--- src/rtl/obi_fetch_prefetch_buffer.sv ---
// Sequential OBI instruction prefetcher with a small response FIFO.
// A branch flushes buffered words and discards responses still in flight.
module obi_fetch_prefetch_buffer #(
  parameter int unsigned AddrWidth      = 32,
  parameter int unsigned DataWidth      = 32,
  parameter int unsigned FifoDepth      = 4,
  parameter int unsigned MaxOutstanding = 2
) (
  input  logic                 clk_i,
  input  logic                 rst_i,
  input  logic                 branch_i,
  input  logic [AddrWidth-1:0] branch_addr_i,
  output logic                 fetch_valid_o,
  input  logic                 fetch_ready_i,
  output logic [DataWidth-1:0] fetch_rdata_o,
  output logic [AddrWidth-1:0] fetch_addr_o,
  output logic                 fetch_err_o,
  output logic                 obi_req_o,
  output logic [AddrWidth-1:0] obi_addr_o,
  input  logic                 obi_gnt_i,
  input  logic                 obi_rvalid_i,
  input  logic [DataWidth-1:0] obi_rdata_i,
  input  logic                 obi_err_i,
  output logic                 busy_o
);
  localparam int unsigned CntW = $clog2(FifoDepth + 1);
  localparam int unsigned PtrW = $clog2(FifoDepth);
  localparam logic [AddrWidth-1:0] StepA = AddrWidth'(DataWidth / 8);
  localparam logic [AddrWidth-1:0] AlignMask = ~(StepA - AddrWidth'(1));
  localparam logic [CntW:0] DepthW = (CntW + 1)'(FifoDepth);
  localparam logic [CntW-1:0] DepthC = CntW'(FifoDepth);
  localparam logic [CntW-1:0] MaxOutC = CntW'(MaxOutstanding);
  localparam logic [PtrW-1:0] LastPtr = PtrW'(FifoDepth - 1);

  typedef enum logic [1:0] {IDLE, RUN, HOLD} state_e;

  state_e                 state_q;
  logic [AddrWidth-1:0]   next_addr_q, tgt_q, rsp_addr_q;
  logic [CntW-1:0]        out_q, disc_q, count_q;
  logic [PtrW-1:0]        wr_q, rd_q;
  logic [DataWidth-1:0]   data_mem [FifoDepth];
  logic [AddrWidth-1:0]   addr_mem [FifoDepth];
  logic [FifoDepth-1:0]   err_mem;

  logic [CntW:0]          inflight;
  logic [CntW-1:0]        out_nxt;
  logic [AddrWidth-1:0]   target;
  logic                   credit, req_gnt, drop, push, pop;

  function automatic logic [PtrW-1:0] ptr_inc(input logic [PtrW-1:0] p);
    return (p == LastPtr) ? '0 : p + PtrW'(1);
  endfunction

  assign target   = branch_addr_i & AlignMask;
  assign inflight = {1'b0, out_q} + {1'b0, count_q};
  assign credit   = (inflight < DepthW) && (out_q < MaxOutC);
  // HOLD keeps the ungranted old request on the bus until its grant
  assign obi_req_o  = (state_q == HOLD) || ((state_q == RUN) && credit);
  assign obi_addr_o = next_addr_q;
  assign req_gnt    = obi_req_o & obi_gnt_i;
  assign drop       = obi_rvalid_i & (disc_q != '0);
  assign push       = obi_rvalid_i & (disc_q == '0) & ~branch_i;
  assign pop        = fetch_valid_o & fetch_ready_i;
  assign out_nxt    = out_q + CntW'(req_gnt) - CntW'(obi_rvalid_i);

  assign fetch_valid_o = (count_q != '0);
  assign fetch_rdata_o = data_mem[rd_q];
  assign fetch_addr_o  = addr_mem[rd_q];
  assign fetch_err_o   = err_mem[rd_q];
  assign busy_o        = (out_q != '0) || (disc_q != '0) || (state_q == HOLD);

  always_ff @(posedge clk_i) begin
    if (rst_i) begin
      state_q     <= IDLE;
      next_addr_q <= '0;
      tgt_q       <= '0;
      rsp_addr_q  <= '0;
      out_q       <= '0;
      disc_q      <= '0;
      count_q     <= '0;
      wr_q        <= '0;
      rd_q        <= '0;
      err_mem     <= '0;
      for (int i = 0; i < FifoDepth; i++) begin
        data_mem[i] <= '0;
        addr_mem[i] <= '0;
      end
    end else begin
      out_q <= out_nxt;
      if (req_gnt) next_addr_q <= next_addr_q + StepA;

      unique case (state_q)
        IDLE: if (branch_i) begin
          next_addr_q <= target;
          state_q     <= RUN;
        end
        RUN: if (branch_i) begin
          if (obi_req_o && !obi_gnt_i) begin
            tgt_q   <= target;
            state_q <= HOLD;
          end else begin
            next_addr_q <= target;
          end
        end
        HOLD: begin
          if (obi_gnt_i) begin
            next_addr_q <= branch_i ? target : tgt_q;
            state_q     <= RUN;
          end else if (branch_i) begin
            tgt_q <= target;
          end
        end
        default: state_q <= IDLE;
      endcase

      // Everything still outstanding after this cycle belongs to the old stream
      if (branch_i)                           disc_q <= out_nxt;
      else if (state_q == HOLD && obi_gnt_i)  disc_q <= disc_q + CntW'(1) - CntW'(drop);
      else if (drop)                          disc_q <= disc_q - CntW'(1);

      if (branch_i)  rsp_addr_q <= target;
      else if (push) rsp_addr_q <= rsp_addr_q + StepA;

      if (branch_i) begin
        count_q <= '0;
        wr_q    <= '0;
        rd_q    <= '0;
      end else begin
        if (push) begin
          data_mem[wr_q] <= obi_rdata_i;
          addr_mem[wr_q] <= rsp_addr_q;
          err_mem[wr_q]  <= obi_err_i;
          wr_q           <= ptr_inc(wr_q);
        end
        if (pop) rd_q <= ptr_inc(rd_q);
        count_q <= count_q + CntW'(push) - CntW'(pop);
      end
    end
  end

  always @(posedge clk_i) begin
    if (!rst_i) assert (!(push && count_q == DepthC));
  end
endmodule
--- config.mk ---
export PLATFORM = sky130hd
export DESIGN_NAME = obi_fetch_prefetch_buffer
export DESIGN_NICKNAME = d
export VERILOG_FILES = /design/src/rtl/obi_fetch_prefetch_buffer.sv
export SDC_FILE = /design/constraint.sdc
export NUM_CORES = 1
export LEC_CHECK = 0
export BUFFER_PORTS_ARGS = -buffer_cell sky130_fd_sc_hd__buf_2
export CAP_MARGIN = 20
export CORE_MARGIN = 2
export CORE_UTILIZATION = 62
export CTS_CLUSTER_DIAMETER = 80
export CTS_CLUSTER_SIZE = 14
export DETAILED_ROUTE_END_ITERATION = 10
export HOLD_SLACK_MARGIN = 0.1
export PLACE_DENSITY = 0.86
export SYNTH_ARGS = -nofsm -noshare
export SYNTH_HDL_FRONTEND = slang
export SYNTH_SLANG_ARGS = --single-unit
--- constraint.sdc ---
create_clock -name clk_i -period 21.3 [get_ports clk_i]
set_input_delay 3.195 -clock clk_i [delete_from_list [all_inputs] [get_ports clk_i]]
set_output_delay 3.195 -clock clk_i [all_outputs]
set_load 0.05 [all_outputs]
==> summary.txt <==
Clocking
  – Post-CTS Resized: 0
  – Sink Count: 363
  – Postcts setup bufs: 0
  – Clk_lat worst skew: 570 ps
  – Max Buffers Root-to-Sink: 3
  – # H-tree levels: 1
  – CTS root buffer: clkbuf_16
  – CTS buffer count: 29
  – Hold_buf cts: 0
  – CTS tree: done
  – Worst-path clk slew: 70 ps

Power
  – Sequential share of power: 0.522
  – Comb pwr share: 0.165
  – P_leak: 7.05 nW
  – Cell-internal power: 1.14 mW
  – Clock share of power: 0.313
  – Net switching fraction of the power: 0.285
  – Switch Pwr: 0.453 mW
  – Worst vdd ir: 0.0000703 V
  – Pwr dens: 84.8 nW/µm²

Timing
  – RSZ-0062 raised after global routing: no
  – Max Slew Vio Count: 0
  – Setup TNS: 0 ps
  – Period Utilization, post-route: 0.326
  – Final min period: 6940 ps
  – Hold_ws: 452 ps
  – Count of final setup violators: 0
  – Count of final hold-check violations: 0
  – Slew margin rel.: 0.379
  – Clock skew: 10.3 ps
  – Actual slew at the worst max-slew pin: 932 ps
  – Max Fclk: 144 MHz

Logic synthesis
  – Post-Syn Instances: 1386
  – Post-synth top cells: edfxtp_1 (248), and2_1 (239), nand2_1 (131)
  – Synth Flop Type: edfxtp_1
  – FFs w/ async S/R, synth: 0
  – YS warnings: 0
  – EDFF count, synth: 248
  – Synth Cell Area: 16800 µm²
  – Synth cell types: 63
  – Top cells by area, synth: edfxtp_1 (44%), dfxtp_1 (14%), and2_1 (8.9%)
  – Syn Area/Cell: 12.1 µm²
  – Yosys top cell by area: edfxtp_1
  – Top cell type's share of synthesized area: 0.444
  – #FFs+latches synth: 363
  – Count leader, synth: edfxtp_1
  – Register area share after synthesis: 0.581

Routing
  – DR vias: 11500
  – First-pass iteration count of the detailed router: 6
  – 1st-iter DRT viols: 1174
  – Final WL: 37100 µm
  – Vias per cell: 6.10
  – Post-route DRC: 0
  – Per-cell routed wire length: 19.8 µm
  – Antenna Nets Post-Route: 0

GRT
  – Vias in the first global route: 11300
  – GRT overflow: 0
  – Initial antenna violation count: 1
  – Total GRT Usage: 0.261
  – First-pass GRT wire length: 59100 µm
  – Pin count of the biggest net entering global routing: 86

Setup path
  – Crit path buffers/inverters: 5
  – Slowest-stage cell, CP: inv_1
  – Maximum fanout along the worst path: 85
  – Worst Path Arrival: 7150 ps
  – Startpoint types: input port
  – WP data required: 21510 ps
  – Slowest Stage Delay on Critical Path: 700 ps
  – CP most frequent cell: buf_4
  – Crit end category: flop
  – CP delay by family, top: buffers and inverters
  – WS Path Type: in2reg
  – CP Cell Sequence: buf_2 -> buf_4 -> inv_1 -> nand3_1 -> nor3_2 -> buf_4 -> or2_2 -> buf_4

Floorplan
  – Num rows: 60
  – I/O pin total: 171
  – Die area: 28400 µm²
  – Die Span Y: 169 µm
  – Chip Width: 169 µm
  – Starting Density: 0.626
  – CORE AREA: 26800 µm²

Placed design
  – Detail Placement HPWL: 23100 µm
  – GP Congestion: 0.914
  – PortBufs: 166

Run
  – Max_cap viols: 0

Worst hold path
  – Class of the worst hold path: reg2reg

Run status
  – Outcome: finished, final reports clean

Cells and area
  – Area Overhead vs Synth: 11.6%
  – Layout fillers: 1841
  – Nets: 1607
  – Fraction of layout cells with a size suffix above 1: 0.196
[layout make-up]
| cell class | count | area, µm² | area share |
|---|---|---|---|
| sequential | 363 | 9750 | 0.521 |
| multi-input combinational | 916 | 6680 | 0.356 |
| timing repair buffer | 184 | 970 | 0.0517 |
| clock buffer | 50 | 805 | 0.0429 |
| tap | 341 | 427 | 0.0228 |
| inverter | 22 | 82.6 | 0.00441 |
| clock inverter | 1 | 20.0 | 0.00107 |
| antenna | 1 | 2.50 | 0.000134 |
[path summary, 6_finish.rpt]
check | from | endpoint | slack [ps] | depth (start not counted)
setup / recovery | rst_i | data_mem[2][17]$_SDFFCE_PN0P_ | 14360 | 8
hold / removal | tgt_q[24]$_SDFFE_PP0P_ | tgt_q[24]$_SDFFE_PP0P_ | 450 | 2
setup reg to reg | disc_q[0]$_SDFFE_PP0P_ | data_mem[2][17]$_SDFFCE_PN0P_ | 17340 | 8
hold reg to reg | tgt_q[24]$_SDFFE_PP0P_ | tgt_q[24]$_SDFFE_PP0P_ | 450 | 2
[state kept, by name, indices dropped and copies added (netlist names), 3 cells and up, named ones only]
register and cells:
data_mem 128, addr_mem 120, obi_addr_o 32, tgt_q 32, rsp_addr_q 30, err_mem 4
count_q 3, disc_q 3, out_q 3
[per-layer routing]
metal | global-route usage | share of wire | up-vias
met5 | 0 | 0 | -
met3 | 0.0351 | 0.075 | 51
met1 | 0.359 | 0.41 | 5643
met2 | 0.443 | 0.49 | 476
met4 | 0.0693 | 0.017 | 0
li1 | - | - | 5282
[cells in the final DEF, fill, tap and decap left out, types with 21 or more instances in the layout]
master     instances
mux4_2            63
nand2_1          131
dfxtp_1          113
a21oi_1           67
and2_1           239
nand3_1           30
nor2_1            67
buf_2            166
nor3_1            21
edfxtp_1         248
clkbuf_16         29
xor2_1            34
clkbuf_1          21
o21ai_0           24
xnor2_1           27
[worst register-to-register path, cell delays in order, from the launching register on]
cell and delay, ps:
dfxtp_1 340, inv_1 80, ha_1 200, and3b_1 370, nand3_1 470, nor3_2 270, buf_4 540, or2_2 670
buf_4 610
[power groups by stage]
stage          Clock [mW]  Sequential (mW)  Combinational [mW]
6_report            0.497            0.830               0.263
5_1_grt             0.529            0.834               0.282
4_1_cts             0.500            0.830               0.262
3_5_place_dp            0            0.845               0.261
3_3_place_gp            0            0.841               0.256
2_1_floorplan           0            0.853               0.181
[through the flow]
stage	power (mW)	utilization	setup WS [ps]	instances	area, µm²
after detailed placement	1.11	0.668	13820	1825	17900
final	1.59	0.699	14360	1878	18700
after floorplan	1.03	-	12200	1387	16800
after global placement	1.10	0.668	13940	1825	17900
after global routing	1.65	0.699	14060	1877	18700
after CTS	1.59	0.699	14400	1876	18700
[logic make-up (layout without fill, tap and decap cells)]
family	count (synthesis)	count (layout)	synth area share
buffers and inverters	108	257	0.0253
muxes	75	75	0.0917
AOI/OAI and AO/OA	182	182	0.0689
other	1	3	0.000223
adders and majority gates	20	20	0.0158
DFF	363	363	0.581
xor gates and xnor gates	61	61	0.0318
and+or+nand+nor	576	576	0.185
No activity file was read; power rests on OpenSTA's default activity.
